===== src/rtl/pipe_flowctl_pkg.sv =====
// Shared definitions for the flow-controlled incrementer pipeline.
// Build option: PIPE_RESET_DATAPATH_EN (see pipelined_incrementer_flowctl).
package pipe_flowctl_pkg;

    function automatic int unsigned occ_w(input int unsigned depth);
        return $clog2(depth + 1);
    endfunction

endpackage


===== src/rtl/pipe_flowctl_stage.sv =====
// One pipeline slot: a valid/data register pair with its local ready term.
// Build option: PIPE_RESET_DATAPATH_EN adds a reset to the data register.
module pipe_flowctl_stage #(
    parameter int unsigned WIDTH = 32
) (
    input  logic             clk,
    input  logic             rst,
    input  logic             up_valid,
    input  logic [WIDTH-1:0] up_data,
    input  logic             down_ready,
    output logic             ready,
    output logic             valid,
    output logic [WIDTH-1:0] data
);

    // An empty slot can always absorb upstream work, which collapses bubbles.
    assign ready = ~valid | down_ready;

    always_ff @(posedge clk) begin
        if (rst) begin
            valid <= 1'b0;
        end else if (ready) begin
            valid <= up_valid;
        end
    end

`ifdef PIPE_RESET_DATAPATH_EN
    always_ff @(posedge clk) begin
        if (rst) begin
            data <= '0;
        end else if (ready & up_valid) begin
            data <= up_data;
        end
    end
`else
    always_ff @(posedge clk) begin
        if (ready & up_valid) begin
            data <= up_data;
        end
    end
`endif

endmodule


===== src/rtl/pipelined_incrementer_flowctl.sv =====
// DEPTH-stage out = x + INCR pipeline with valid/ready flow control and occupancy.
// Build option: PIPE_RESET_DATAPATH_EN resets every data register to 0.
module pipelined_incrementer_flowctl
    import pipe_flowctl_pkg::*;
#(
    parameter int unsigned WIDTH = 32,
    parameter int unsigned DEPTH = 2,
    parameter int unsigned INCR  = 1
) (
    input  logic                      clk,
    input  logic                      rst,
    input  logic                      input_valid,
    output logic                      input_ready,
    input  logic [WIDTH-1:0]          x,
    output logic                      output_valid,
    input  logic                      output_ready,
    output logic [WIDTH-1:0]          out,
    output logic [occ_w(DEPTH)-1:0]   occupancy
);

    localparam int unsigned      OW     = occ_w(DEPTH);
    localparam logic [WIDTH-1:0] INCR_W = WIDTH'(INCR);

    logic [DEPTH-1:0] valid;
    logic [WIDTH-1:0] data [DEPTH];
    logic [WIDTH-1:0] sum;
    logic             accept;
    logic             retire;

    assign sum = data[0] + INCR_W;

    // Ready terms live per generate block so the backward chain is not one vector.
    for (genvar i = 0; i < DEPTH; i++) begin : g_stage
        logic             up_valid;
        logic [WIDTH-1:0] up_data;
        logic             down_ready;
        logic             stage_ready;

        if (i == 0) begin : g_src
            assign up_valid = input_valid;
            assign up_data  = x;
        end else if (i == 1) begin : g_add
            assign up_valid = valid[0];
            assign up_data  = sum;
        end else begin : g_pass
            assign up_valid = valid[i-1];
            assign up_data  = data[i-1];
        end

        if (i == DEPTH - 1) begin : g_last
            assign down_ready = output_ready;
        end else begin : g_mid
            assign down_ready = g_stage[i+1].stage_ready;
        end

        pipe_flowctl_stage #(.WIDTH(WIDTH)) u_stage (
            .clk        (clk),
            .rst        (rst),
            .up_valid   (up_valid),
            .up_data    (up_data),
            .down_ready (down_ready),
            .ready      (stage_ready),
            .valid      (valid[i]),
            .data       (data[i])
        );
    end

    assign input_ready  = g_stage[0].stage_ready & ~rst;
    assign output_valid = valid[DEPTH-1];
    assign out          = data[DEPTH-1];

    assign accept = input_valid & input_ready;
    assign retire = output_valid & output_ready;

    always_ff @(posedge clk) begin
        if (rst) begin
            occupancy <= '0;
        end else if (accept & ~retire) begin
            occupancy <= occupancy + OW'(1);
        end else if (retire & ~accept) begin
            occupancy <= occupancy - OW'(1);
        end
    end

endmodule

===== config.mk =====
export PLATFORM = sky130hd
export DESIGN_NAME = pipelined_incrementer_flowctl
export DESIGN_NICKNAME = d
export VERILOG_FILES = /design/src/rtl/pipe_flowctl_pkg.sv /design/src/rtl/pipe_flowctl_stage.sv /design/src/rtl/pipelined_incrementer_flowctl.sv
export SDC_FILE = /design/constraint.sdc
export NUM_CORES = 1
export LEC_CHECK = 0
export ABC_AREA = 0
export CAP_MARGIN = 0
export CORE_UTILIZATION = 48
export CTS_CLUSTER_SIZE = 24
export DETAILED_ROUTE_END_ITERATION = 8
export MAX_ROUTING_LAYER = met4
export PLACE_DENSITY = 0.78
export RECOVER_POWER = 100
export SLEW_MARGIN = 40
export SYNTH_ARGS = -nofsm -noshare
export SYNTH_HDL_FRONTEND = slang
export SYNTH_HIERARCHICAL = 1
export SYNTH_SLANG_ARGS = --single-unit

===== constraint.sdc =====
create_clock -name clk -period 2.02 [get_ports clk]
set_input_delay 0.404 -clock clk [delete_from_list [all_inputs] [get_ports clk]]
set_output_delay 0.404 -clock clk [all_outputs]
set_load 0.01 [all_outputs]

==> summary.txt <==
CTS
  – Worst-case clock buffer depth: 2
  – H-Tree Depth: 3
  – TritonCTS clock tree: done
  – Hold buffer count at cts: 0
  – Clk sink count: roughly 70
  – CTS clk-pin slew, worst paths: 70 ps
  – CTS Root Cell: clkbuf_8
  – Cts bufs inserted: 9
  – # Post-CTS Setup Buffers: 0
  – Clk_lat worst skew: roughly 330 ps

Cells and area
  – Final instance area: between 3000 and 4000 um^2
  – # fillers: ~430
  – Layout overhead on the synthesized area: 33.6%
  – Non-Filler Instances: 341
  – Diodes inserted: 0
  – # nets final: 302
  – Share of cells above drive strength 1: 0.108

Routing
  – Metal-1 WL: 1760 um
  – DR WL met3: around 250 um
  – Vias/cell: approximately 5.0
  – Detailed Route WL: between 4000 and 5000 um
  – WL/cell: approximately 14 um
  – Overall via count from detail_route: about 1,700
  – Met2 wire len: approximately 2500 um
  – Pre-antenna DRT Iters: 4
  – DRT iter0 DRCs: 63
  – DRC Markers: 0
  – DRT antenna net count: 0
  – DR top layer: met4

Placed design
  – Placed standard-cell area: 3670 um^2
  – Input/output buffers: 71
  – Hpwl dp: about 3300 um
  – Cell count after placement: about 330
  – Dpl ws: -310 ps
  – GP Congestion: ~0.76

GRT
  – Initial antenna violation count: 0
  – Grt ovf: 0
  – Vias in the first global route: approximately 1,600
  – Largest net degree at the start of global routing: 33
  – GRT Resource Usage Total: 0.170
  – Global-route wire length before repair: about 7300 um

Setup path
  – Buffers and inverters on the worst path: 1
  – CP Data Arrival Time: 2210 ps
  – CP most frequent cell: nand2b_4
  – Critical path capture point type: flip-flop
  – Crit-path max cell delay: ~470 ps
  – Slowest-stage cell, CP: clkdlybuf4s50_1
  – CP cell instances: clkdlybuf4s50_1, nand2b_4, nand2b_4, nor2b_1, and2_1, ha_4, or3_1, a21oi_1
  – Critical Path Source Type: input pin
  – Critical Path RT: approximately 2300 ps
  – Crit-path leading delay family: simple AND/OR/NAND/NOR gates
  – Crit path max fanout: 3
  – CP Class: input pin to flip-flop

Logic synthesis
  – Yosys cell types: 29
  – Syn avg cell area: around 16 um^2
  – Asr flop ratio synth: 0
  – Sequential area share after synthesis: 0.711
  – Largest area contributor in the synthesized netlist: edfxtp_1
  – Synth warnings: 6
  – Post-Synthesis Cells: roughly 180
  – Top FF cell, synth: edfxtp_1
  – Area of the mapped netlist: between 2000 and 3000 um^2
  – Syn Nets: 216
  – Area share of the leading cell type in the synthesized netlist: 0.683
  – Number of synthesized flops with an enable pin: 64
  – Post-synthesis sequential element count: 68
  – Ranking of synthesized cells by area: edfxtp_1 68%, xor2_1 5.3%, xnor2_1 4.7%

Run
  – Maxcap violations: 0

STA
  – Max Clock Freq: slightly above 500 MHz
  – Slew headroom: 0.478
  – Slew @ Worst Pin: between 700 and 800 ps
  – Slew Viols, Final: 0
  – PnR worst setup slack: between 60 and 70 ps
  – Setup Skew: about 6.7 ps
  – RSZ-0062 raised after global routing: false
  – Final hold vios: 0
  – Final setup violation count: 0
  – Min cycle time layout: about 2000 ps
  – Fin crit share: 0.967

Floorplan
  – # IOs: just over 70
  – # rows: 27
  – Die H: 78.6 um
  – Core ar.: around 5600 um^2
  – Initial Util: 0.505
  – Die Width: 78.6 um
  – Die area: approximately 6200 um^2

Pwr
  – VDD IR max: roughly 0.00048 V
  – Cell Pwr Density: about 750 nW/um^2
  – Total power: roughly 2.8 mW
  – LEAKAGE: around 1.3 nW

Min path
  – Worst hold path type: flip-flop to flip-flop

Outcome
  – Status: completed
==> cells by family (layout without fill, tap and decap cells) <==
family,Yosys count,in the layout,share of synthesized area
buffers and inverters,8,99,0.0160
and+or+nand+nor,64,64,0.155
AOI/OAI and AO/OA,4,4,0.00978
adders and majority gates,2,2,0.00889
xor gates and xnor gates,32,32,0.0996
DFF,68,68,0.711
==> power by group <==
| part | switching (mW) | internal (mW) | total, mW |
|---|---|---|---|
| combinational | 0.106 | 0.137 | 0.243 |
| sequential | 0.0455 | 1.63 | 1.68 |
| clock | 0.473 | 0.432 | 0.905 |
==> Yosys cell counts (4+ instances only) <==
cell type,count
nand4_1,6
dfxtp_1,4
nor3_1,4
and3_1,5
nand3_1,9
xor2_1,17
nor4_2,5
inv_1,5
nor2_1,5
and4_1,5
edfxtp_1,64
nand2_1,12
xnor2_1,15
==> worst register-to-register path, stage by stage (launching register included) <==
cell	delay, ps
edfxtp_1	430
nand4_1	220
or2_1	440
nor4_1	370
xor2_1	110
==> layout by cell type, fill, tap and decap left out, types with 5 or more instances in the layout <==
cell type and instances:
and3_1 5, and4_1 5, clkbuf_8 9, dlygate4sd3_1 67, edfxtp_1 64, inv_1 5, nand2_1 12, nand3_1 9
nand4_1 7, nor2_1 5, nor3_1 5, xnor2_1 15, xor2_1 17
==> sequential cells by signal (all words and copies together) (netlist names) <==
name and cells:
g_stage.u_stage/data 64, g_stage.u_stage/valid 2, occupancy 2
==> area by class of cell <==
| type | count | area, um^2 | area share |
|---|---|---|---|
| clock buffers | 10 | 128 | 0.0339 |
| flip-flops and latches | 68 | 2000 | 0.532 |
| repair buffers | 78 | 748 | 0.199 |
| clock inverters | 6 | 31.3 | 0.00832 |
| inverters | 5 | 18.8 | 0.00499 |
| well taps | 72 | 90.1 | 0.0240 |
| multi-input cells | 102 | 742 | 0.197 |
==> stage by stage <==
stage | utilization | TNS [ps] | hold WS [ps]
global route | 0.675 | 0 | 527
global placement | 0.658 | -423 | 474
finish | 0.675 | 0 | 506
detailed placement | 0.658 | -519 | 500
floorplan | - | 0 | 466
CTS | 0.686 | 0 | 512
==> worst paths after layout <==
check                                                 from                           to  slack (ps)  cells past startpoint
worst min-delay path              g_stage[0].u_stage/valid     g_stage[1].u_stage/valid         510                      2
worst max register to register  g_stage[0].u_stage/data[7]  g_stage[1].u_stage/data[21]         200                      4
worst min register to register    g_stage[0].u_stage/valid     g_stage[1].u_stage/valid         510                      2
worst max-delay path                          output_ready                 occupancy[1]          70                      8
==> routing by layer <==
layer  global-route usage  vias up
met5                    -        -
met4                0.130        0
met3               0.0430       12
met2                0.285       62
met1                0.169      812
li1                     -      836
==> timing repair <==
action,in CTS,in global routing
gates resized for setup,1,1
setup endpoints to repair,1,1
pin swaps,0,0
Power figures use the tool's default switching activity.
